### config.mk
export PLATFORM = sky130hd
export DESIGN_NAME = rom_loader
export DESIGN_NICKNAME = d
export VERILOG_FILES = /design/src/rtl/rom_loader_pkg.sv /design/src/rtl/byte_packer.sv /design/src/rtl/rom_loader.sv
export SDC_FILE = /design/constraint.sdc
export NUM_CORES = 1
export LEC_CHECK = 0
export ABC_AREA = 1
export BUFFER_PORTS_ARGS = -buffer_cell sky130_fd_sc_hd__buf_2
export CAP_MARGIN = 20
export CORE_MARGIN = 2
export CORE_UTILIZATION = 58
export CTS_CLUSTER_DIAMETER = 30
export CTS_CLUSTER_SIZE = 40
export DETAILED_ROUTE_END_ITERATION = 8
export PLACE_DENSITY = 0.88
export SYNTH_ARGS = -nofsm -noshare
export SYNTH_HDL_FRONTEND = slang
export SYNTH_SLANG_ARGS = --single-unit
export TNS_END_PERCENT = 50
### constraint.sdc
create_clock -name clk -period 5.9 [get_ports clk]
set_input_delay 0.885 -clock clk [delete_from_list [all_inputs] [get_ports clk]]
set_output_delay 0.885 -clock clk [all_outputs]
set_load 0.05 [all_outputs]
### src/rtl/rom_loader_pkg.sv
// Shared definitions for the ROM loader: FSM state encoding and length-field size.
package rom_loader_pkg;

  typedef enum logic [2:0] {
    IDLE,
    LEN,
    DATA,
    WRITE,
    VERIFY,
    DONE,
    ERR
  } state_t;

  localparam int unsigned LEN_BYTES  = 4;
  localparam int unsigned BYTE_CNT_W = 2;

endpackage

### src/rtl/byte_packer.sv
// Little-endian byte-to-word packer: 4-byte shift register with a word-complete strobe.
module byte_packer
  import rom_loader_pkg::*;
(
  input  logic        clk,
  input  logic        rstn,
  input  logic        clear,
  input  logic        byte_valid,
  input  logic [7:0]  byte_data,
  output logic [31:0] word_c,
  output logic        word_valid_c
);

  logic [31:0]           shreg;
  logic [BYTE_CNT_W-1:0] cnt;
  logic                  unused_oldest;

  always_ff @(posedge clk) begin
    if (!rstn) begin
      shreg <= '0;
      cnt   <= '0;
    end else if (clear) begin
      cnt   <= '0;
    end else if (byte_valid) begin
      shreg <= {byte_data, shreg[31:8]};
      cnt   <= cnt + BYTE_CNT_W'(1);
    end
  end

  // The word completes in the same cycle its last byte arrives, so the FSM can act on it immediately.
  assign word_c        = {byte_data, shreg[31:8]};
  assign word_valid_c  = byte_valid && (cnt == BYTE_CNT_W'(LEN_BYTES - 1));
  assign unused_oldest = ^shreg[7:0];

endmodule

### src/rtl/rom_loader.sv
// Boot ROM loader: receives a length-prefixed byte stream and writes it to memory, holding the core in reset.
// Optional readback check after every write is enabled by defining ROM_LOADER_VERIFY_EN.
module rom_loader
  import rom_loader_pkg::*;
#(
  parameter logic [31:0] BASE_ADDR = 32'h0000_0000,
  parameter int unsigned MAX_WORDS = 4096
) (
  input  logic        clk,
  input  logic        rstn,
  input  logic        start,
  input  logic        rx_valid,
  input  logic [7:0]  rx_data,
  output logic        rx_ready,
  output logic        writeEnable,
  output logic [31:0] addr,
  output logic [31:0] writeData,
  input  logic [31:0] readData,
  output logic        cpu_rstn,
  output logic        busy,
  output logic        done,
  output logic        error
);

  localparam int unsigned IDX_W = $clog2(MAX_WORDS + 1);

  state_t             state, state_next;
  logic [IDX_W-1:0]   index, index_next;
  logic [IDX_W-1:0]   count, count_next;
  logic [31:0]        addr_next, wdata_next;
  logic               clear_c;
  logic               last_c;
  logic [31:0]        word_c;
  logic               word_valid_c;

  byte_packer u_packer (
    .clk          (clk),
    .rstn         (rstn),
    .clear        (clear_c),
    .byte_valid   (rx_valid && rx_ready),
    .byte_data    (rx_data),
    .word_c       (word_c),
    .word_valid_c (word_valid_c)
  );

  assign last_c = (index == count - IDX_W'(1));

`ifndef ROM_LOADER_VERIFY_EN
  logic unused_read;
  assign unused_read = ^readData;
`endif

  // Next-state and datapath update
  always_comb begin
    state_next = state;
    index_next = index;
    count_next = count;
    addr_next  = addr;
    wdata_next = writeData;
    clear_c    = 1'b0;
    case (state)
      IDLE, DONE, ERR: begin
        if (start) begin
          state_next = LEN;
          clear_c    = 1'b1;
        end
      end
      LEN: begin
        if (word_valid_c) begin
          if (word_c == 32'd0) begin
            state_next = DONE;
          end else if (word_c > 32'(MAX_WORDS)) begin
            state_next = ERR;
          end else begin
            count_next = IDX_W'(word_c);
            index_next = '0;
            state_next = DATA;
          end
        end
      end
      DATA: begin
        if (word_valid_c) begin
          wdata_next = word_c;
          addr_next  = BASE_ADDR + (32'(index) << 2);
          state_next = WRITE;
        end
      end
      WRITE: begin
`ifdef ROM_LOADER_VERIFY_EN
        state_next = VERIFY;
`else
        if (last_c) begin
          state_next = DONE;
        end else begin
          index_next = index + IDX_W'(1);
          state_next = DATA;
        end
`endif
      end
`ifdef ROM_LOADER_VERIFY_EN
      VERIFY: begin
        if (readData != writeData) begin
          state_next = ERR;
        end else if (last_c) begin
          state_next = DONE;
        end else begin
          index_next = index + IDX_W'(1);
          state_next = DATA;
        end
      end
`endif
      default: state_next = IDLE;
    endcase
  end

  // State register; status outputs are registered from the next state so they line up with it
  always_ff @(posedge clk) begin
    if (!rstn) begin
      state       <= IDLE;
      index       <= '0;
      count       <= '0;
      addr        <= '0;
      writeData   <= '0;
      rx_ready    <= 1'b0;
      writeEnable <= 1'b0;
      cpu_rstn    <= 1'b0;
      busy        <= 1'b0;
      done        <= 1'b0;
      error       <= 1'b0;
    end else begin
      state       <= state_next;
      index       <= index_next;
      count       <= count_next;
      addr        <= addr_next;
      writeData   <= wdata_next;
      rx_ready    <= (state_next == LEN) || (state_next == DATA);
      writeEnable <= (state_next == WRITE);
      cpu_rstn    <= (state_next == DONE);
      busy        <= (state_next == LEN) || (state_next == DATA) ||
                     (state_next == WRITE) || (state_next == VERIFY);
      done        <= (state_next == DONE);
      error       <= (state_next == ERR);
    end
  end

endmodule

---- Yosys cells after proc, flatten, opt, wreduce, memory -nomap -nowiden ----
Cells that the tools add are included.
storage, ports and cells
  register bits ........................... 113
  input port bits ......................... 44
  logic and storage cells ................. 65
  output and inout port bits .............. 70
operators by class
  reductions and logical operators ........ 14
  multiplexer cells ....................... 14
  equality and inequality tests ........... 17
  bitwise gates (word level) .............. 4
  $lt $le $gt $ge ......................... 1
  $add $sub $neg .......................... 3
operators with widths
  cell                                                             count
  2-to-1 mux 13 bit                                                4
  greater-than comparator 32 x 13 -> 1 bit, second input constant  1
  logical NOT 32 bit                                               1
  one-hot mux 13 bit (2 select lines)                              1
  2-to-1 mux 3 bit                                                 6
  == test 3 bit, second input constant                             5
  adder 13 x 1 -> 13 bit, second input constant                    1
  == test 13 bit                                                   1
  subtractor 13 x 1 -> 13 bit, second input constant               1
  == test 3 x 2 -> 1 bit, second input constant                    4
  one-hot mux 3 bit (4 select lines)                               1
  == test 3 x 1 -> 1 bit, second input constant                    2
  inequality test 2 bit, second input constant                     3
  AND reduction 5 bit                                              1
  inverter 1 bit                                                   4
  AND reduction 2 bit                                              2
  AND reduction 4 bit                                              1
  logical NOT 3 bit                                                1
  logical OR 1 bit                                                 3
  OR reduction 3 bit                                               1
  adder 2 x 1 -> 2 bit, second input constant                      1
  == test 2 bit, second input constant                             1
  logical AND 1 bit                                                2
  2-to-1 mux 1 bit                                                 2
  other kinds (3)                                                  3

---- Logic depth before layout (Yosys ltp) ----
Gate-level depths: netlist of the first run.
  depth in word-level cells ............... 9
  gate-level depth with buffers ........... 16
  gate-level depth less buffers ........... 16

---- Hierarchy ----
A second synthesis of the first run with hierarchy kept.
second synthesis, totals
  cell total of the unflattened synthesis .. 777
  area total of the unflattened synthesis .. 5296.3 µm²
modules (own cells, without submodules)
  module       cells each  sequential area each (µm²)  times used  area an instance (µm²)
  rom_loader   601         1581.5                      1           4101.4
  byte_packer  176         520.5                       1           1194.9

---- Worst setup path before layout of the first run ----
Ideal clock, no wire load.
  path kind ............................... input port to flip-flop
  start point ............................. input rx_valid
  end point ............................... register count[10]
  buffers on the path ..................... 1
  required time ........................... 5772 ps
  stages .................................. 8
  setup time .............................. 128 ps
  slack ................................... 3768 ps
  data arrival time ....................... 2003 ps
  cells stage by stage .................... nand2_1 inv_1 nand2_1 nor2_1 inv_1 nor2_1 clkbuf_1 a21oi_1
on the way
  word-level cells in the longest chain between the ends .. 3
ends and longest elaborated chain
  what                           RTL line           source
  from (decl)                    rom_loader.sv:12   input logic rx_valid,
  logical AND 1 bit              rom_loader.sv:40   .byte_valid (rx_valid && rx_ready),
  logical AND 1 bit              byte_packer.sv:32  assign word_valid_c = byte_valid && (cnt == BYTE_CNT_W'(LEN_BYTES - 1));
  AND reduction 4 bit (no line)  -
  to (signal assigned)           rom_loader.sv:133  count <= count_next;
  to (decl)                      rom_loader.sv:29   logic [IDX_W-1:0] count, count_next;
No other way between the ends.
A chain may end at the register's enable or synchronous reset.

---- Worst setup path in the final report of the first run ----
  start point ............................. register count[0]
  end point ............................... register index[6]
on the way
  word-level cells in the longest chain between the ends .. 4
ends and longest elaborated chain
  what                             RTL line           source
  subtractor 13 x 1 -> 13 bit      rom_loader.sv:46   assign last_c = (index == count - IDX_W'(1));
  == test 13 bit                   rom_loader.sv:46
  inequality test 2 bit (no line)  -
  AND reduction 5 bit (no line)    -
  to (signal assigned)             rom_loader.sv:132  index <= index_next;
  to (decl)                        rom_loader.sv:28   logic [IDX_W-1:0] index, index_next;
No other way between the ends.

==> results of run 1 <==
[flip-flops by register name (all words and copies together) (netlist names)]
| signal | cells |
|---|---|
| error | 1 |
| state | 3 |
| count | 13 |
| writeData | 32 |
| index | 13 |
| busy | 1 |
| addr | 13 |
| u_packer.cnt | 2 |
| writeEnable | 1 |
| u_packer.shreg | 24 |
| done | 1 |
| rx_ready | 1 |
[metrics by stage]
| stage | setup slack (ps) | hold WS (ps) | cells | power (W) | utilization [%] |
|---|---|---|---|---|---|
| floorplan | 3768 | 441.1 | 697 | 0.0008396 | - |
| global placement | 3021 | 448.0 | 817 | 0.0008487 | 62.55 |
| detailed placement | 2852 | 457.7 | 817 | 0.0008529 | 62.55 |
| CTS | 3241 | 472.7 | 833 | 0.001262 | 64.83 |
| global route | 3135 | 512.5 | 835 | 0.001314 | 65.41 |
| finish | 3402 | 466.7 | 835 | 0.001263 | 65.41 |
[final cells by class]
cell class	instances	area (µm²)
fillers	701	2828
multi-input cells	478	2311
clock buffers	10	127.6
inverters	65	244.0
well taps	105	131.4
repair buffers	66	372.9
flip-flops and latches	105	2102
clock inverters	6	58.81
[power by group]
part	switching (W)	leakage, nW	internal, W
sequential	0.00000764	0.849	0.000722
combinational	0.0000867	1.48	0.0000264
clock	0.000258	0.0959	0.000163
total	0.000352	2.42	0.000911
[per-layer routing]
| metal | GRT usage (%) | vias to the layer above |
|---|---|---|
| met2 | 40.85 | 199 |
| met4 | 9.762 | 0 |
| met3 | 5.217 | 22 |
| met5 | 0 | - |
| li1 | - | 2248 |
| met1 | 31.53 | 2050 |
[worst max-delay path by stage]
stage | end | cells after the start
floorplan | count[10] | 8
detailed placement | writeData[17] | 9
finish | index[6] | 13
global route | index[6] | 14
global placement | writeData[5] | 9
CTS | writeData[17] | 9
[synth_stat cells, types with 4 or more instances]
cell | n | area share (%)
sky130_fd_sc_hd__dfxtp_1 | 105 | 43
sky130_fd_sc_hd__nor2_1 | 104 | 8.0
sky130_fd_sc_hd__nand2_1 | 96 | 7.4
sky130_fd_sc_hd__o21ai_0 | 92 | 9.5
sky130_fd_sc_hd__a21oi_1 | 73 | 7.5
sky130_fd_sc_hd__inv_1 | 63 | 4.9
sky130_fd_sc_hd__nand3_1 | 33 | 3.4
sky130_fd_sc_hd__clkbuf_1 | 22 | 1.7
sky130_fd_sc_hd__buf_4 | 20 | 3.1
sky130_fd_sc_hd__xor2_1 | 16 | 2.9
sky130_fd_sc_hd__nand4_1 | 9 | 1.2
sky130_fd_sc_hd__nor3_1 | 6 | 0.62
sky130_fd_sc_hd__buf_2 | 5 | 0.51
sky130_fd_sc_hd__xnor2_1 | 5 | 0.90
sky130_fd_sc_hd__nor2_4 | 4 | 0.93
[cells by family after synthesis]
kind of cell    Yosys count  synth area share [%]
other cells               1               0.07713
simple gates            268                 24.04
fa+ha+maj                 3                0.7721
xor+xnor                 21                 3.783
buf+inv                 114                 10.63
compound gates          167                 17.47
flops                   105                 43.23
[worst max-delay path, stage by stage (launching register included)]
cell                      delay (ps)
sky130_fd_sc_hd__dfxtp_1         410
sky130_fd_sc_hd__inv_1           100
sky130_fd_sc_hd__ha_1            290
sky130_fd_sc_hd__nand2_1         120
sky130_fd_sc_hd__nand2_1          60
sky130_fd_sc_hd__nand2_1          50
sky130_fd_sc_hd__nand2_1          40
sky130_fd_sc_hd__a21oi_1         150
sky130_fd_sc_hd__nand2_1          80
sky130_fd_sc_hd__nor3_1          250
sky130_fd_sc_hd__nand3_2         310
sky130_fd_sc_hd__nand2_2         310
sky130_fd_sc_hd__nand2_1         100
sky130_fd_sc_hd__a21oi_1         130
==> results.py, run 1 <==
metrics = {
    "synthesis": {
        "synth_sequential_area_ratio_pct": 43.23,
        "yosysWarnings": 0,
        "mapped_cells": 679,
        "ys_dominant_reg_cell": "sky130_fd_sc_hd__dfxtp_1",
        "synth_cell_types": 33,
        "synth.cell_area_um2": 4862,
        "number_of_enable_type_register_cells_in_the_synthesized_netlist": 0,
        "async_flop_share_pct": 0,
        "synth_area_per_cell_um2": 7.161,
        "ys_ff_latch": 105,
    },
    "die": {
        "core-area_um2": 8175,
        "initial_util_pct": 59.47,
        "chipWidth_um": 95.56,
        "fp.dieArea_um2": 9132,
        "die_h_um": 95.56,
        "boundaryPins": 114,
        "std_cell_rows": 33,
    },
    "sta": {
        "maxSlewViolCount": 0,
        "finalCritPeriodShare_pct": 42.34,
        "tightestPinTransition_ps": 689.4,
        "fin_setup_tns_ps": 0,
        "fin_worst_skew_ps": 13.83,
        "max_freq_mhz": 400.3,
        "min_period_ps": 2498,
        "slew_headroom_pct": 54.04,
        "setup_viol_count_final": 0,
        "timing_hold_violations_final": 0,
        "grt_setup_unrepaired": "no",
    },
    "finish": {
        "layout_common_cells": "sky130_fd_sc_hd__dfxtp_1, sky130_fd_sc_hd__nor2_1, sky130_fd_sc_hd__nand2_1",
        "share_of_cells_above_drive_strength_1_pct": 13.29,
        "layout.cell_area.non_filler_um2": 5348,
        "layout_commonest_cell": "sky130_fd_sc_hd__dfxtp_1",
        "antenna_cells": 0,
        "area.growth.synth_to_final_pct": 9.985,
        "num-nets-final": 772,
    },
    "global_route": {
        "initial_antenna_violation_count": 0,
        "grt.total_usage_pct": 24.73,
        "first_global_vias": 3980,
        "global_route.overflow_total": 0,
        "largest_net_degree_at_the_start_of_global_routing": 88,
        "wire_length_of_the_first_global_routing_pass_um": 18020,
    },
    "setup_path": {
        "cp.required_ps": 6190,
        "worst_setup_path_end_kind": "register",
        "r2r_cells": 13,
        "critical_path.reg2reg.endpoint": "index[6]",
        "critical_path_peak_fanout": 12,
        "worstSetupPathType": "register to register",
        "cp.arrival_ps": 2790,
        "r2r-start": "count[0]",
        "critPathLaunchType": "register",
        "worstSetupStartpoint": "count[0]",
        "rrSetupSlack_ps": 3400,
    },
    "routing": {
        "met1_length_um": 4610,
        "top_signal_layer_used": "met4",
        "drtAntennaViolNets": 0,
        "vias": 4519,
        "routed_wire_length_on_met3_um": 908,
        "met2RoutedLength_um": 5250,
        "detail_route.wirelength_um": 10940,
        "drt-wirelength-per-cell_um": 13.10,
        "detail_route.drc_violations": 0,
        "drt-initial-drc-count": 334,
        "detail_route.first_pass.iterations": 5,
        "route.detailed.vias_per_inst": 5.412,
    },
    "hold_path": {
        "timing.hold.worst_path_depth": 2,
        "timing.hold.worst.class": "register to register",
        "hold_path.startpoint": "u_packer.cnt[1]",
        "terminating_pin_of_the_worst_hold_path": "u_packer.cnt[1]",
    },
    "place": {
        "dp_hpwl_um": 7596,
        "placed_area_um2": 5114,
        "portBuffers": 62,
        "finalWeightedCongestion": 0.9063,
    },
    "power_and_ir_drop": {
        "power.static_leakage_nw": 2.421,
        "cellPowerDensity_nw_per_um2": 236.2,
        "irDropWorstVdd_v": 0.0001701,
    },
    "clocking": {
        "cts-resized-gates": 0,
        "post_cts_hold_buffer_count": 0,
        "ctsRootBufferMaster": "sky130_fd_sc_hd__clkbuf_8",
        "cts_inserted_buffers": 9,
        "cts_max_level": 3,
        "tritoncts": "built",
        "cts_buffer_depth": 2,
        "clk_pin_slew_worst_paths_ps": 100,
        "clock_sinks": 105,
        "insertion_delay_ps": 380,
        "post_cts_setup_buffer_count": 0,
    },
    "flow_run": {
        "cap_violations": 0,
    },
    "outcome": {
        "outcome": "finished clean",
    },
}
(Power assumes the default switching activity.)
==> inputs of run 2 (changes only) <==
CORE_UTILIZATION = 49   (was 58)
PLACE_DENSITY = 0.8   (was 0.88)
clock period = 2.28 ns   (was 5.9 ns; I/O delays follow)
==> results.py, run 2 (same netlist as run 1, synthesis figures left out) <==
metrics = {
    "outcome": {
        "outcome": "finished clean",
    },
    "finish": {
        "multiInputGateArea_um2": 2342,
        "filler_instances": 894,
        "layout.cell_area.non_filler_um2": 5528,
        "max_flop_register": "writeData",
        "layout_common_cells": "sky130_fd_sc_hd__dfxtp_1, sky130_fd_sc_hd__nor2_1, sky130_fd_sc_hd__nand2_1",
        "largest_register_ffs": 32,
        "area.sequential_um2": 2102,
        "share_of_cells_above_drive_strength_1_pct": 15.27,
        "regs_by_ff_count": "writeData x32, u_packer.shreg x24",
        "area.growth.synth_to_final_pct": 13.69,
        "antenna_cells": 0,
        "num-nets-final": 782,
        "layout_commonest_cell": "sky130_fd_sc_hd__dfxtp_1",
    },
    "hold_path": {
        "timing.hold.worst.class": "input pin to register",
    },
    "clocking": {
        "cts_max_level": 3,
        "cts_buffer_depth": 2,
        "tritoncts": "built",
        "clock_sinks": 105,
        "ctsRootBufferMaster": "sky130_fd_sc_hd__clkbuf_8",
        "clk_pin_slew_worst_paths_ps": 110,
        "insertion_delay_ps": 390,
        "cts_inserted_buffers": 9,
        "post_cts_hold_buffer_count": 0,
    },
    "place": {
        "placed_area_um2": 5269,
        "portBuffers": 62,
        "dp_hpwl_um": 7912,
        "finalWeightedCongestion": 0.8677,
    },
    "die": {
        "core-area_um2": 9684,
        "fp.dieArea_um2": 10740,
        "die_h_um": 103.6,
        "boundaryPins": 114,
        "chipWidth_um": 103.6,
        "std_cell_rows": 36,
        "initial_util_pct": 50.21,
    },
    "routing": {
        "drt-initial-drc-count": 234,
        "detail_route.drc_violations": 0,
        "drtAntennaViolNets": 0,
        "vias": 4422,
        "detail_route.wirelength_um": 11100,
        "detail_route.first_pass.iterations": 6,
        "route.detailed.vias_per_inst": 5.065,
        "drt-wirelength-per-cell_um": 12.71,
    },
    "power_and_ir_drop": {
        "power.switching_w": 0.0009364,
        "power_frac_clock_pct": 36.3,
        "power.internal_w": 0.002474,
        "power.static_leakage_nw": 2.481,
        "irDropWorstVdd_v": 0.0004499,
        "comb_power_share_pct": 8.3,
        "sw_frac_of_total_pct": 27.46,
        "p_seq_share_pct": 55.3,
        "cellPowerDensity_nw_per_um2": 616.9,
    },
    "global_route": {
        "wire_length_of_the_first_global_routing_pass_um": 18730,
        "initial_antenna_violation_count": 0,
        "first_global_vias": 4074,
        "global_route.overflow_total": 0,
        "largest_net_degree_at_the_start_of_global_routing": 64,
        "grt.total_usage_pct": 20.91,
    },
    "setup_path": {
        "cp.arrival_ps": 2310,
        "critPathLaunchType": "register",
        "worst_setup_path_end_kind": "register",
        "worstSetupPathType": "register to register",
        "cp.required_ps": 2530,
        "critical_path_peak_fanout": 6,
    },
    "sta": {
        "min_period_ps": 2058,
        "fin_setup_tns_ps": 0,
        "max_freq_mhz": 485.9,
        "slew_headroom_pct": 61.90,
        "setup_viol_count_final": 0,
        "fin_worst_skew_ps": 15.37,
        "timing_hold_violations_final": 0,
        "tightestPinTransition_ps": 570.9,
        "grt_setup_unrepaired": "no",
        "finalCritPeriodShare_pct": 90.26,
        "maxSlewViolCount": 0,
    },
    "flow_run": {
        "cap_violations": 0,
    },
}
run 2: metal layers:
metal | vias to the layer above | global-route usage, % | wire [µm]
li1 | 2265 | - | -
met1 | 2002 | 26.66 | 5017
met2 | 140 | 34.53 | 5245
met3 | 15 | 5.035 | 670
met4 | 0 | 7.625 | 165
met5 | - | 0 | 0
run 2: through the flow:
step / power, W / cells / hold WS [ps] / setup WS, ps / utilization [%]
detailed placement: 0.002208 / 856 / 471.0 / 79.76 / 54.41
finish: 0.003410 / 873 / 239.6 / 222.1 / 57.08
global route: 0.003543 / 873 / 247.4 / 2.836 / 57.08
floorplan: 0.002173 / 697 / 441.1 / 325.8 / -
global placement: 0.002204 / 856 / 449.8 / 141.7 / 54.41
CTS: 0.003438 / 872 / 228.3 / 36.61 / 56.68
run 2: worst paths after layout:
check	slack (ps)	cells past startpoint	to	from
worst max-delay path	220	13	index[9]	count[0]
worst min-delay path	240	3	writeData[26]	rx_data[2]
worst max register to register	220	13	index[9]	count[0]
worst min register to register	490	2	u_packer.cnt[1]	u_packer.cnt[1]
run 2: worst max-delay path, cell delays in order (launching register included):
cell,delay (ps)
sky130_fd_sc_hd__dfxtp_1,330
sky130_fd_sc_hd__inv_1,140
sky130_fd_sc_hd__nand3_1,210
sky130_fd_sc_hd__nor2_4,210
sky130_fd_sc_hd__nand2_1,70
sky130_fd_sc_hd__nand2_1,70
sky130_fd_sc_hd__nand2_1,60
sky130_fd_sc_hd__nor2_1,90
sky130_fd_sc_hd__nand2_1,60
sky130_fd_sc_hd__nor2_1,110
sky130_fd_sc_hd__nand3_2,210
sky130_fd_sc_hd__buf_4,230
sky130_fd_sc_hd__nand3_1,70
sky130_fd_sc_hd__a21oi_1,70
run 2: what timing repair did:
action	in CTS	in global routing
gates resized for setup	0	7
setup endpoints to repair	0	18
buffers inserted	0	1
run 2: cell type report:
type / count / share of cell area, %
Clock buffer: 9 / 2.241
Clock inverter: 7 / 1.743
Inverter: 65 / 4.414
Multi-Input combinational cell: 478 / 42.37
Sequential cell: 105 / 38.03
Tap cell: 133 / 3.010
Timing Repair Buffer: 76 / 8.194
run 2: power groups by stage:
stage	registers, W	logic (W)	clock network (W)
2_1_floorplan	0.00194	0.000236	0
3_3_place_gp	0.00193	0.000277	0
3_5_place_dp	0.00193	0.000281	0
4_1_cts	0.00189	0.000284	0.00127
5_1_grt	0.00189	0.000317	0.00134
6_report	0.00189	0.000285	0.00124
==> inputs of run 3 (changes only) <==
CORE_ASPECT_RATIO = 1.25   (was not set)
CTS_BUF_LIST = sky130_fd_sc_hd__clkbuf_16   (was not set)
==> results.py, run 3 (same netlist as run 1, synthesis figures left out) <==
metrics = {
    "power_and_ir_drop": {
        "power_frac_clock_pct": 38.8,
        "irDropWorstVdd_v": 0.0004642,
        "power.internal_w": 0.002664,
        "p_seq_share_pct": 53.2,
        "power.static_leakage_nw": 2.506,
        "comb_power_share_pct": 8.0,
        "sw_frac_of_total_pct": 24.92,
        "power.switching_w": 0.0008844,
        "cellPowerDensity_nw_per_um2": 639.1,
    },
    "outcome": {
        "outcome": "finished clean",
    },
    "sta": {
        "max_freq_mhz": 475.8,
        "maxSlewViolCount": 0,
        "fin_setup_tns_ps": 0,
        "grt_setup_unrepaired": "no",
        "slew_headroom_pct": 61.70,
        "timing_hold_violations_final": 0,
        "fin_worst_skew_ps": 6.674,
        "finalCritPeriodShare_pct": 92.19,
        "min_period_ps": 2102,
        "setup_viol_count_final": 0,
        "tightestPinTransition_ps": 573.8,
    },
    "place": {
        "placed_area_um2": 5248,
        "portBuffers": 62,
        "dp_hpwl_um": 7915,
        "finalWeightedCongestion": 0.8535,
    },
    "finish": {
        "regs_by_ff_count": "writeData x32, u_packer.shreg x24",
        "layout_commonest_cell": "sky130_fd_sc_hd__dfxtp_1",
        "largest_register_ffs": 32,
        "max_flop_register": "writeData",
        "num-nets-final": 783,
        "share_of_cells_above_drive_strength_1_pct": 14.98,
        "antenna_cells": 0,
        "filler_instances": 861,
        "area.growth.synth_to_final_pct": 14.20,
        "layout_common_cells": "sky130_fd_sc_hd__dfxtp_1, sky130_fd_sc_hd__nor2_1, sky130_fd_sc_hd__nand2_1",
        "layout.cell_area.non_filler_um2": 5553,
    },
    "setup_path": {
        "critical_path_peak_fanout": 9,
        "r2r-start": "count[1]",
        "critPathLaunchType": "register",
        "worst_setup_path_end_kind": "register",
        "worstSetupPathType": "register to register",
        "critical_path.reg2reg.endpoint": "index[9]",
        "cp.required_ps": 2480,
        "cp.arrival_ps": 2300,
        "rrSetupSlack_ps": 180,
        "r2r_cells": 14,
    },
    "die": {
        "chipWidth_um": 93.10,
        "fp.dieArea_um2": 10740,
        "die_h_um": 115.4,
        "initial_util_pct": 50.34,
        "core-area_um2": 9659,
        "std_cell_rows": 40,
        "boundaryPins": 114,
    },
    "clocking": {
        "post_cts_hold_buffer_count": 0,
        "tritoncts": "built",
        "cts_buffer_depth": 2,
        "cts_max_level": 3,
        "ctsRootBufferMaster": "sky130_fd_sc_hd__clkbuf_16",
        "clock_sinks": 105,
        "cts_inserted_buffers": 9,
        "insertion_delay_ps": 340,
        "clk_pin_slew_worst_paths_ps": 70,
    },
    "hold_path": {
        "timing.hold.worst_path_depth": 3,
        "hold_path.startpoint": "rx_data[0]",
        "timing.hold.worst.class": "input pin to register",
        "terminating_pin_of_the_worst_hold_path": "writeData[24]",
    },
    "global_route": {
        "initial_antenna_violation_count": 0,
        "first_global_vias": 4210,
        "global_route.overflow_total": 0,
        "global_route.usage.met1_pct": 25.42,
        "grt.busiest_layer": "met2",
        "largest_net_degree_at_the_start_of_global_routing": 83,
        "wire_length_of_the_first_global_routing_pass_um": 18810,
        "grt.total_usage_pct": 21.74,
        "grt_util_met2_pct": 38.70,
        "grtUsageMet3_pct": 3.997,
    },
    "routing": {
        "detail_route.wirelength_um": 11160,
        "vias": 4453,
        "detail_route.drc_violations": 0,
        "drt-initial-drc-count": 263,
        "drt-wirelength-per-cell_um": 12.88,
        "drtAntennaViolNets": 0,
        "route.detailed.vias_per_inst": 5.136,
        "detail_route.first_pass.iterations": 5,
    },
    "flow_run": {
        "cap_violations": 0,
    },
}
-- run 3: cell count changes in the layout (fill, tap and decap cells not counted), moves of 2 or more --
cell and change:
sky130_fd_sc_hd__clkbuf_16 +9, sky130_fd_sc_hd__clkbuf_8 -9, sky130_fd_sc_hd__clkinv_1 +2, sky130_fd_sc_hd__clkinv_2 +2, sky130_fd_sc_hd__clkinv_4 +2, sky130_fd_sc_hd__clkinv_8 -2
sky130_fd_sc_hd__inv_6 -3
-- run 3: power groups by stage --
stage               Clock, W  Sequential (W)  Combinational, W
floorplan                  0         0.00194          0.000236
detailed placement         0         0.00193          0.000281
CTS                  0.00141         0.00189          0.000284
global route         0.00149         0.00189          0.000312
finish               0.00138         0.00189          0.000285
global placement           0         0.00193          0.000275
-- run 3: area by class of cell --
type	instances	area (µm²)	area share, %
Multi-Input combinational cell	479	2345	42.23
Sequential cell	105	2102	37.85
Timing Repair Buffer	76	440.4	7.931
Inverter	65	244.0	4.394
Clock buffer	9	225.2	4.056
Tap cell	126	157.7	2.839
Clock inverter	7	38.79	0.6985
-- run 3: critical path, stage by stage (launching register included) --
cell and delay [ps]:
sky130_fd_sc_hd__dfxtp_1 310, sky130_fd_sc_hd__inv_1 130, sky130_fd_sc_hd__ha_4 190, sky130_fd_sc_hd__inv_1 40, sky130_fd_sc_hd__nand2_1 70, sky130_fd_sc_hd__nand2_1 50, sky130_fd_sc_hd__nand2_1 50, sky130_fd_sc_hd__nand2_1 50
sky130_fd_sc_hd__a21oi_1 160, sky130_fd_sc_hd__nand2_1 90, sky130_fd_sc_hd__nor3_2 210, sky130_fd_sc_hd__nand3_2 220, sky130_fd_sc_hd__buf_4 240, sky130_fd_sc_hd__nand3_1 70, sky130_fd_sc_hd__a21oi_1 70
-- run 3: metal layers --
| layer | wire (µm) | up-vias |
|---|---|---|
| li1 | - | 2276 |
| met1 | 4747 | 2029 |
| met2 | 5720 | 133 |
| met3 | 485 | 15 |
| met4 | 210 | 0 |
| met5 | 0 | - |
-- run 3: how the worst max path moves through the flow --
stage               slack (ps)  startpoint        end
floorplan                  330    rx_ready  count[10]
global placement           130    count[0]   index[8]
detailed placement          70    count[0]   index[9]
CTS                         40    count[0]   index[9]
global route                20    count[4]   index[9]
finish                     180    count[1]   index[9]
-- run 3: stage by stage --
stage	cells	power, W	util, %	worst slack [ps]	hold slack [ps]
final	867	0.003549	57.49	178.2	290.3
after global routing	867	0.003687	57.49	16.97	304.2
after CTS	865	0.003577	57.06	37.51	281.3
after detailed placement	849	0.002209	54.33	72.52	470.3
after global placement	849	0.002202	54.33	125.4	449.6
after floorplan	697	0.002173	-	325.8	441.1
-- run 3: repair_timing --
action	in CTS	in global routing
endpoints found under the setup margin	0	17
gates resized for setup	0	7
buffers inserted	0	1
